===== src/rtl/spi_regs_pkg.sv =====
// Shared constants for the SPI register target: frame size, register map and FSM states.
package spi_regs_pkg;

    localparam int FRAME_BITS = 16;

    localparam logic [6:0] ADDR_EN_OUT    = 7'h00;
    localparam logic [6:0] ADDR_EN_PWM    = 7'h01;
    localparam logic [6:0] ADDR_CH_3_0    = 7'h02;
    localparam logic [6:0] ADDR_CH_7_4    = 7'h03;
    localparam logic [6:0] ADDR_DUTY_1    = 7'h04;
    localparam logic [6:0] ADDR_DUTY_2    = 7'h05;
    localparam logic [6:0] ADDR_DUTY_3    = 7'h06;
    localparam logic [6:0] ADDR_DUTY_4    = 7'h07;
    localparam logic [6:0] ADDR_FREQ_DIV  = 7'h08;

    // One past a full frame: any further sclk edges leave the counter parked here.
    localparam logic [4:0] CNT_OVERRUN    = 5'd17;

    typedef enum logic [1:0] {IDLE, SHIFT, COMMIT} state_e;

endpackage


===== src/rtl/spi_peripheral_sync_edge.sv =====
// Multi-flop synchroniser for one asynchronous line, with registered-history edge detection.
module sync_edge #(
    parameter int STAGES = 2
) (
    input  logic clk_i,
    input  logic rst_ni,
    input  logic d_i,
    output logic q_o,
    output logic rise_o,
    output logic fall_o
);

    logic [STAGES-1:0] sync_q;
    logic              prev_q;

    // Resetting to 0 means a line already low at reset release never reports a falling edge.
    always_ff @(posedge clk_i or negedge rst_ni) begin
        if (!rst_ni) begin
            sync_q <= '0;
            prev_q <= 1'b0;
        end else begin
            sync_q <= {sync_q[STAGES-2:0], d_i};
            prev_q <= sync_q[STAGES-1];
        end
    end

    assign q_o    = sync_q[STAGES-1];
    assign rise_o = sync_q[STAGES-1] & ~prev_q;
    assign fall_o = ~sync_q[STAGES-1] & prev_q;

endmodule


===== src/rtl/spi_peripheral.sv =====
// Write-only SPI target: validates 16-bit frames and drives the PWM configuration registers.
module spi_peripheral
    import spi_regs_pkg::*;
#(
    parameter int         SYNC_STAGES = 2,
    parameter logic [6:0] MAX_ADDR    = 7'h08
) (
    input  logic       clk,
    input  logic       rst_n,
    input  logic       sclk,
    input  logic       copi,
    input  logic       ncs,
    output logic [7:0] reg_en_out,
    output logic [7:0] reg_en_pwm_out,
    output logic [7:0] reg_out_3_0_pwm_chanel,
    output logic [7:0] reg_out_7_4_pwm_chanel,
    output logic [7:0] reg_pwm_gen_1_duty_cycle,
    output logic [7:0] reg_pwm_gen_2_duty_cycle,
    output logic [7:0] reg_pwm_gen_3_duty_cycle,
    output logic [7:0] reg_pwm_gen_4_duty_cycle,
    output logic [3:0] reg_pwm_frequency_divider,
    output logic       txn_done,
    output logic       txn_err
);

    logic sclk_s, sclk_rise, sclk_fall;
    logic copi_s, copi_rise, copi_fall;
    logic ncs_s, ncs_rise, ncs_fall;

    sync_edge #(.STAGES(SYNC_STAGES)) u_sync_sclk (
        .clk_i(clk), .rst_ni(rst_n), .d_i(sclk), .q_o(sclk_s), .rise_o(sclk_rise), .fall_o(sclk_fall));
    sync_edge #(.STAGES(SYNC_STAGES)) u_sync_copi (
        .clk_i(clk), .rst_ni(rst_n), .d_i(copi), .q_o(copi_s), .rise_o(copi_rise), .fall_o(copi_fall));
    sync_edge #(.STAGES(SYNC_STAGES)) u_sync_ncs (
        .clk_i(clk), .rst_ni(rst_n), .d_i(ncs), .q_o(ncs_s), .rise_o(ncs_rise), .fall_o(ncs_fall));

    state_e      state_q, state_d;
    logic [15:0] shift_q, shift_d;
    logic [4:0]  cnt_q, cnt_d;

    logic [7:0]  en_out_q, en_pwm_q, ch_3_0_q, ch_7_4_q;
    logic [7:0]  duty1_q, duty2_q, duty3_q, duty4_q;
    logic [3:0]  fdiv_q;
    logic        done_q, err_q;

    logic [6:0]  addr;
    logic [7:0]  data;
    logic        commit, valid;

    assign addr   = shift_q[14:8];
    assign data   = shift_q[7:0];
    assign commit = (state_q == COMMIT);
    assign valid  = (cnt_q == 5'(FRAME_BITS)) && shift_q[15] && (addr <= MAX_ADDR);

    always_comb begin
        state_d = state_q;
        shift_d = shift_q;
        cnt_d   = cnt_q;
        case (state_q)
            IDLE: begin
                if (ncs_fall) begin
                    shift_d = '0;
                    cnt_d   = '0;
                    state_d = SHIFT;
                end
            end
            SHIFT: begin
                if (ncs_rise) begin
                    state_d = COMMIT;
                end else if (sclk_rise) begin
                    shift_d = {shift_q[14:0], copi_s};
                    cnt_d   = (cnt_q == CNT_OVERRUN) ? CNT_OVERRUN : cnt_q + 5'd1;
                end
            end
            default: state_d = IDLE;
        endcase
    end

    always_ff @(posedge clk or negedge rst_n) begin
        if (!rst_n) begin
            state_q <= IDLE;
            shift_q <= '0;
            cnt_q   <= '0;
        end else begin
            state_q <= state_d;
            shift_q <= shift_d;
            cnt_q   <= cnt_d;
        end
    end

    // Register file: exactly one register may change, only in the single COMMIT cycle.
    always_ff @(posedge clk or negedge rst_n) begin
        if (!rst_n) begin
            en_out_q <= '0;
            en_pwm_q <= '0;
            ch_3_0_q <= '0;
            ch_7_4_q <= '0;
            duty1_q  <= '0;
            duty2_q  <= '0;
            duty3_q  <= '0;
            duty4_q  <= '0;
            fdiv_q   <= '0;
            done_q   <= 1'b0;
            err_q    <= 1'b0;
        end else begin
            done_q <= commit && valid;
            err_q  <= commit && !valid;
            if (commit && valid) begin
                case (addr)
                    ADDR_EN_OUT:   en_out_q <= data;
                    ADDR_EN_PWM:   en_pwm_q <= data;
                    ADDR_CH_3_0:   ch_3_0_q <= data;
                    ADDR_CH_7_4:   ch_7_4_q <= data;
                    ADDR_DUTY_1:   duty1_q  <= data;
                    ADDR_DUTY_2:   duty2_q  <= data;
                    ADDR_DUTY_3:   duty3_q  <= data;
                    ADDR_DUTY_4:   duty4_q  <= data;
                    ADDR_FREQ_DIV: fdiv_q   <= data[3:0];
                    default: ;
                endcase
            end
        end
    end

    assign reg_en_out                = en_out_q;
    assign reg_en_pwm_out            = en_pwm_q;
    assign reg_out_3_0_pwm_chanel    = ch_3_0_q;
    assign reg_out_7_4_pwm_chanel    = ch_7_4_q;
    assign reg_pwm_gen_1_duty_cycle  = duty1_q;
    assign reg_pwm_gen_2_duty_cycle  = duty2_q;
    assign reg_pwm_gen_3_duty_cycle  = duty3_q;
    assign reg_pwm_gen_4_duty_cycle  = duty4_q;
    assign reg_pwm_frequency_divider = fdiv_q;
    assign txn_done                  = done_q;
    assign txn_err                   = err_q;

endmodule


===== config.mk =====
export PLATFORM = sky130hd
export DESIGN_NAME = spi_peripheral
export DESIGN_NICKNAME = d
export VERILOG_FILES = /design/src/rtl/spi_regs_pkg.sv /design/src/rtl/spi_peripheral_sync_edge.sv /design/src/rtl/spi_peripheral.sv
export SDC_FILE = /design/constraint.sdc
export NUM_CORES = 1
export LEC_CHECK = 0
export CAP_MARGIN = 40
export CORE_AREA = 2 2 88 90
export CTS_CLUSTER_SIZE = 24
export DETAILED_ROUTE_END_ITERATION = 6
export DIE_AREA = 0 0 90 92
export PLACE_DENSITY = 0.82
export SYNTH_ARGS = -nofsm -noshare
export SYNTH_HDL_FRONTEND = slang
export SYNTH_SLANG_ARGS = --single-unit

===== constraint.sdc =====
create_clock -name clk -period 4.03 [get_ports clk]
set_input_delay 0.806 -clock clk [delete_from_list [all_inputs] [get_ports clk]]
set_output_delay 0.806 -clock clk [all_outputs]
set_load 0.01 [all_outputs]

Yosys cells after proc, flatten, opt, wreduce, memory -nomap -nowiden --
Cells that the tools add are included.
Word-level totals: logic and storage cells 74, input port bits 5, register bits after elaboration 101
Cells by class: equality and inequality tests 16, bitwise operators 6, muxes and demuxes 12, order comparisons 1, $add $sub $neg 1, reductions and logical operators 19
Operator list (count):
- 2-to-1 mux 16 bit | 3
- case mux 16 bit (2 select lines) | 1
- equality test 7 x 3 -> 1 bit, second input constant | 4
- 2-to-1 mux 5 bit | 4
- AND reduction 2 bit | 10
- equality test 7 x 2 -> 1 bit, second input constant | 2
- equality test 5 bit, second input constant | 2
- case mux 5 bit (2 select lines) | 1
- != test 2 bit, second input constant | 4
- equality test 7 x 1 -> 1 bit, second input constant | 1
- equality test 7 x 4 -> 1 bit, second input constant | 1
- <= comparator 7 x 4 -> 1 bit, second input constant | 1
- logical NOT 7 bit | 1
- adder 5 x 1 -> 5 bit, second input constant | 1
- logical AND 1 bit | 4
- 2-to-1 mux 2 bit | 2
- case mux 2 bit (2 select lines) | 1
- AND reduction 4 bit | 1
- bitwise AND 1 bit | 3
- NOT 1 bit | 3
- equality test 2 x 1 -> 1 bit, second input constant | 1
- equality test 2 bit, second input constant | 1
- logical NOT 2 bit | 1
- nonzero test 2 bit | 1
- logical NOT 1 bit | 1

Longest topological paths before layout --
Gate-level depths: netlist of the first run.
depth in word-level cells 5, mapped depth 7, mapped depth without buffers 6

Modules after synthesis --
Synthesis of the first run repeated with hierarchy kept, for this count alone.
Unflattened totals: cells, all modules 267, area, all modules 4058.9 µm²
By module, submodules not included:
- spi_peripheral | instances 1, area an instance 3788.6 µm², sequential area each 2327.2 µm², cells an instance 252
- sync_edge | instances 3, area an instance 90.1 µm², sequential area each 75.1 µm², cells an instance 5

Worst setup path before layout of the first run --
Ideal clock, no wire load.
path type reg-to-reg, from register cnt_q[0], to register fdiv_q[0] (netlist: reg_pwm_frequency_divider[0]), data required time 3.905 ns, arrival time 2.179 ns, cell stages (with the launch flop) 8, slack 1.726 ns, cells stage by stage dfrtp_1 -> inv_1 -> ha_1 -> or2b_4 -> or3b_1 -> or4_4 -> buf_6 -> mux2_4
Between the ends: word-level cells in the longest chain between the ends 5
Ends and longest elaborated chain:
- from (decl) | line spi_peripheral.sv:39 | logic [4:0] cnt_q, cnt_d;
- from (signal assigned) | line spi_peripheral.sv:87 | cnt_q <= cnt_d;
- equality test 5 bit | line spi_peripheral.sv:53 | assign valid = (cnt_q == 5'(FRAME_BITS)) && shift_q[15] && (addr <= MAX_ADDR);
- logical AND 1 bit (2 in a row) | line spi_peripheral.sv:53
- logical AND 1 bit | line spi_peripheral.sv:108 | if (commit && valid) begin
- AND reduction 2 bit (no line)
- to (signal assigned) | line spi_peripheral.sv:118 | ADDR_FREQ_DIV: fdiv_q <= data[3:0];
- to (decl) | line spi_peripheral.sv:43 | logic [3:0] fdiv_q;
Every way passes these cells. A chain may end at the register's enable or synchronous reset.

Worst setup path in the final report of the first run --
from register cnt_q[0], to register fdiv_q[3] (netlist: reg_pwm_frequency_divider[3])
The elaborated chain is that of the path after synthesis.

==> impl_metrics.csv, run 1 <==
group,metric,value,unit
floorplanning,start_util,53.0,%
drt,drc_errors,0,
critical_path,cpMaxStageDelayCell,"or4_4",
synthesis,netlist_area,3950,µm²
clocking,tritoncts,"built",
floorplanning,fp.dieH,92,µm
floorplanning,rows,32,
critical_path,critical_path_class,"flip-flop to flip-flop",
global_route,grt_overflow,0,
drt,avgRoutedWirePerCell,17.3,µm
global_route,grt_usage,19.5,%
sta,maxSlewViolCount,0,
sta,fmax,422,MHz
placement,io_buffers,74,
placement,dp_hpwl,5.20,mm
critical_path,end_kind,"flip-flop",
layout,nNetsFinal,344,
sta,relSlewSlack,51.2,%
synthesis,yosysMostFrequentCell,"dfrtp_1",
synthesis,synth_top_area_share,64.0,%
critical_path,worstSetupStartpointType,"flip-flop",
global_route,grt_start_max_net_pins,46,
sta,period_needed,2370,ps
critical_path,cp_num_buf_inv,1,
sta,hold_violations,0,
clocking,cts_num_sinks,101,
clocking,cts_resized,0,
layout,drive_gt1_share,27.6,%
synthesis,synth_nets,270,
clocking,clkTransAtPathRegs,90,ps
outcome,outcome,"complete, no violations",
layout,fillers,557,
synthesis,synth_edf_count,0,
critical_path,max_stage_delay,550,ps
global_route,antenna_found_initial,0,
synthesis,synthFlopType,"dfrtp_1",
hold_path,hp-class,"flip-flop to flip-flop",
sta,final-setup-viol-count,0,
power_and_ir_drop,total_power,1730,µW
synthesis,syn_avg_cell_area,15.1,µm²
global_route,grt_pass1_vias,2373,
drt,via_per_inst,5.36,
power_and_ir_drop,peakVddDrop,0.232,mV
critical_path,arrival,2610,ps
run,maxCapViolCount,0,
critical_path,path_cells,"inv_1 -> ha_1 -> or2b_4 -> or3b_1 -> or4_4 -> mux2_4",
floorplanning,ioPinCount,75,
placement,gp_congestion,0.818,
layout,syn_to_final_growth,25.4,%
floorplanning,dieArea,8280,µm²
clocking,hold_buffers,0,
clocking,cts.path.max_buffers,2,
critical_path,crit_family,"simple AND/OR/NAND/NOR gates",
critical_path,critPathRequiredTime,4270,ps
sta,setup_tns,0,ps
synthesis,yosys.area.top_type,"dfrtp_1",
clocking,postCtsSetupBuffers,0,
global_route,grt_first_pass_wirelength,12.6,mm
synthesis,synthCells,262,
synthesis,synth_seq_cells,101,
drt,vias,2375,
drt,drtIter0Drc,135,
clocking,cts_buffers,9,
clocking,clock_latency,360,ps
synthesis,synthArstFlopShare,100,%
synthesis,synth_seq_area_share,64.0,%
synthesis,synth_common_cells,"101 x dfrtp_1, 62 x mux2_2, 14 x a22o_1",
sta,clock_skew,16.4,ps
clocking,htreeDepth,3,
critical_path,critPathMaxFanout,6,
sta,worstMarginPinSlew,732,ps
floorplanning,die_w,90,µm
sta,min_period_over_period,58.9,%
floorplanning,core,7450,µm²
synthesis,yosys_warnings,0,
drt,drt_wl_total,7.64,mm
layout,n_antenna_cell,0,
synthesis,ys_top_cells_by_area,"dfrtp_1 64%, mux2_2 18%, a22o_1 3.1%, mux2_4 1.5%, ha_1 0.95%",
sta,rsz0062_at_grt,"no",
power_and_ir_drop,p_leak,0.00234,µW
synthesis,synth_cell_type_count,39,
power_and_ir_drop,powerDensity,350,nW/µm²
drt,first_pass_iters,4,
drt,ant_nets,0,
clocking,cts-root-buf,"clkbuf_8",
## layout by cell type (no fill, tap or decap), types with 2 or more instances in the layout
cell,n
nand3_1,7
nand2b_1,3
clkdlybuf4s50_1,73
mux2_1,3
nor2b_1,3
a21oi_1,4
nor3b_1,3
clkinv_2,2
nand4_1,2
a22o_1,14
o2bb2ai_1,2
a22o_2,2
buf_4,4
mux2_2,62
nand2_1,3
dfrtp_1,101
ha_1,3
inv_1,3
mux2_4,4
clkbuf_8,9
nor2_1,10
## per-stage QoR
stage	hold WS, ps	instances	cell area (µm²)	utilization, %	setup WS (ps)
floorplan	331	262	3950	-	1730
global placement	334	427	4780	64.2	1740
detailed placement	336	427	4780	64.2	1700
CTS	358	443	4950	66.5	1670
global route	375	443	4950	66.5	1570
finish	355	443	4950	66.5	1660
## report_power, final
part | internal [µW] | switching [µW]
registers | 1030 | 34.8
clock network | 230 | 341
logic | 40.1 | 54.8
## worst paths after layout
path | startpoint | end | cells after the start | slack (ps)
min in group asynchronous | rst_n | reg_out_3_0_pwm_chanel[2] | 1 | 360
worst max-delay path | cnt_q[0] | reg_pwm_frequency_divider[3] | 6 | 1660
worst min-delay path | u_sync_ncs.sync_q[0] | u_sync_ncs.sync_q[1] | 0 | 350
worst min register to register | u_sync_ncs.sync_q[0] | u_sync_ncs.sync_q[1] | 0 | 350
worst max register to register | cnt_q[0] | reg_pwm_frequency_divider[3] | 6 | 1660
max in group asynchronous | rst_n | reg_pwm_gen_1_duty_cycle[2] | 2 | 2750
## registers in the layout, summed over array words and instances (netlist names)
| register | cells |
|---|---|
| shift_q | 16 |
| reg_en_out | 8 |
| reg_en_pwm_out | 8 |
| reg_out_3_0_pwm_chanel | 8 |
| reg_out_7_4_pwm_chanel | 8 |
| reg_pwm_gen_1_duty_cycle | 8 |
| reg_pwm_gen_2_duty_cycle | 8 |
| reg_pwm_gen_3_duty_cycle | 8 |
| reg_pwm_gen_4_duty_cycle | 8 |
| cnt_q | 5 |
| reg_pwm_frequency_divider | 4 |
| state_q | 2 |
| u_sync_copi.sync_q | 2 |
| u_sync_ncs.sync_q | 2 |
| u_sync_sclk.sync_q | 2 |
| txn_done | 1 |
| txn_err | 1 |
| u_sync_ncs.prev_q | 1 |
| u_sync_sclk.prev_q | 1 |
## metal layers
metal | track usage [%] | wire (µm)
met3 | 4.19 | 402
met1 | 27.6 | 3490
met4 | 6.54 | 104
met5 | 0 | 0
met2 | 30.6 | 3650
## worst reg2reg max path: stages (launching register included)
cell     delay (ps)
dfrtp_1         460
inv_1            80
ha_1            150
or2b_4          290
or3b_1          410
or4_4           550
mux2_4          320
## cell families after synthesis
family / count (synthesis) / synth area share (%)
and+or+nand+nor: 45 / 7.57
muxes: 70 / 20.3
buffers and inverters: 17 / 1.81
DFF: 101 / 64.0
AOI/OAI and AO/OA: 26 / 5.39
adders and majority gates: 3 / 0.950
## cell type report
cell class / instances / area, µm² / area share (%)
Inverter: 3 / 11.3 / 0.227
Multi-Input combinational cell: 144 / 1350 / 27.3
Timing Repair Buffer: 77 / 761 / 15.4
Clock buffer: 10 / 128 / 2.58
Tap cell: 102 / 128 / 2.58
Clock inverter: 6 / 46.3 / 0.935
Sequential cell: 101 / 2530 / 51.0
Power figures use the tool's default switching activity.
==> inputs of run 2 (changes only) <==
CORE_AREA = 2 2 92 94   (was 2 2 88 90)
DIE_AREA = 0 0 94 96   (was 0 0 90 92)
PLACE_DENSITY = 0.76   (was 0.82)
clock period = 2.27 ns   (was 4.03 ns; I/O delays follow)
==> impl_metrics.csv, run 2 (synthesis results as in run 1) <==
group,metric,value,unit
drt,via_per_inst,5.33,
floorplanning,dieArea,9020,µm²
clocking,cts_num_sinks,101,
placement,post-place-ws,67.3,ps
floorplanning,rows,33,
run,maxCapViolCount,0,
placement,dp_cells,442,
global_route,antenna_found_initial,0,
floorplanning,die_w,94,µm
global_route,grt_pass1_vias,2459,
global_route,grt_first_pass_wirelength,13.1,mm
floorplanning,core,8050,µm²
clocking,clkTransAtPathRegs,90,ps
sta,clock_skew,16.7,ps
sta,period_needed,2230,ps
critical_path,crit_family,"simple AND/OR/NAND/NOR gates",
sta,min_period_over_period,98.4,%
layout,final_cell_mix,"101 x dfrtp_1, 73 x clkdlybuf4s50_1, 62 x mux2_2",
sta,hold_violations,0,
critical_path,end_kind,"flip-flop",
layout,largest_register_ff_count,16,
layout,drive_gt1_share,31.6,%
placement,gp_congestion,0.787,
floorplanning,ioPinCount,75,
critical_path,path_cells,"or3b_4 -> or3b_4 -> or4_4 -> mux2_4",
sta,relSlewSlack,60.0,%
drt,ant_nets,0,
sta,worstMarginPinSlew,600,ps
clocking,clock_latency,360,ps
floorplanning,start_util,49.1,%
critical_path,cp_num_buf_inv,0,
clocking,cts-root-buf,"clkbuf_8",
critical_path,critPathRequiredTime,2510,ps
critical_path,critical_path_class,"flip-flop to flip-flop",
outcome,outcome,"complete, no violations",
layout,n_antenna_cell,0,
layout,nNetsFinal,357,
placement,io_buffers,74,
power_and_ir_drop,powerDensity,639,nW/µm²
layout,stdcell_count,459,
critical_path,critPathMaxFanout,5,
sta,maxSlewViolCount,0,
critical_path,cpMaxStageDelayCell,"or4_4",
critical_path,max_stage_delay,540,ps
drt,drt_wl_total,8.30,mm
critical_path,worstSetupStartpointType,"flip-flop",
sta,fmax,448,MHz
floorplanning,fp.dieH,96,µm
layout,syn_to_final_growth,29.6,%
global_route,grt_usage,19.5,%
critical_path,arrival,2470,ps
drt,vias,2448,
placement,place_area,4880,µm²
layout,largest_register,"shift_q",
clocking,htreeDepth,3,
placement,dp_hpwl,5.50,mm
layout,final_common_cell,"dfrtp_1",
global_route,grt_start_max_net_pins,49,
layout,final_cell_area,5120,µm²
drt,drc_errors,0,
hold_path,hp-class,"input port to asynchronous set/reset pin",
sta,final-setup-viol-count,0,
global_route,grt_overflow,0,
sta,setup_tns,0,ps
drt,drtIter0Drc,99,
power_and_ir_drop,peakVddDrop,0.324,mV
sta,rsz0062_at_grt,"yes",
drt,avgRoutedWirePerCell,18.1,µm
sta,fin_ws,35.9,ps
critical_path,worst_path_most_repeated_cell,"or3b_4",
clocking,cts.path.max_buffers,2,
clocking,tritoncts,"built",
clocking,cts_buffers,9,
drt,first_pass_iters,4,
power_and_ir_drop,p_leak,0.00243,µW
==> run 2: cell types whose count changed in the layout (fill, tap and decap cells not counted), sizes merged <==
cell    change
bufinv      +1
buf        +13
clkinv      -2
clkbuf      +1
==> run 2: worst reg2reg max path: stages, from the launching register on <==
cell and delay [ps]:
dfrtp_1 440, or3b_4 420, or3b_4 410, or4_4 540
mux2_4 320
==> run 2: where the power goes <==
group	leakage [µW]	switching, µW	internal, µW
clock network	0.000102	618	554
registers	0.00139	52.7	1830
logic	0.000938	116	97.5
==> run 2: metal layers <==
metal	wire length, µm	track usage, %	up-vias
met1	3700	27.2	1265
met2	4100	30.7	65
met4	87	6.52	0
met5	0	0	-
li1	-	-	1111
met3	406	4.39	7
==> run 2: cell type report <==
| type | count | area, µm² |
|---|---|---|
| sequential | 101 | 2530 |
| fill | 628 | 2930 |
| clock buffer | 11 | 141 |
| multi-input combinational | 144 | 1370 |
| inverter | 3 | 11.3 |
| timing repair buffer | 90 | 871 |
| tap | 105 | 131 |
| clock inverter | 5 | 66.3 |
==> run 2: stage by stage <==
stage               power, µW  util, %  hold WS, ps
finish                   3270     63.6         95.1
global route             3410     63.6          132
CTS                      3290     63.2          101
detailed placement       2130     60.7          336
global placement         2120     60.7          333
floorplan                2010        -          158
==> run 2: path summary, 6_finish.rpt <==
kind | from | to | slack (ps) | cells past startpoint
max in group asynchronous | rst_n | reg_pwm_gen_1_duty_cycle[6] | 1460 | 2
worst min register to register | u_sync_sclk.sync_q[0] | u_sync_sclk.sync_q[1] | 360 | 0
worst max register to register | shift_q[14] | reg_pwm_frequency_divider[2] | 40 | 4
worst min-delay path | rst_n | u_sync_ncs.sync_q[0] | 100 | 1
worst max-delay path | shift_q[14] | reg_pwm_frequency_divider[2] | 40 | 4
min in group clk | u_sync_sclk.sync_q[0] | u_sync_sclk.sync_q[1] | 360 | 0
==> run 2: what timing repair did <==
item                                   CTS  global route
endpoints found under the hold margin    0             0
hold buffers                             0             0
setup endpoints to repair                0            20
resized for setup                        0             5
setup buffers                            0             1
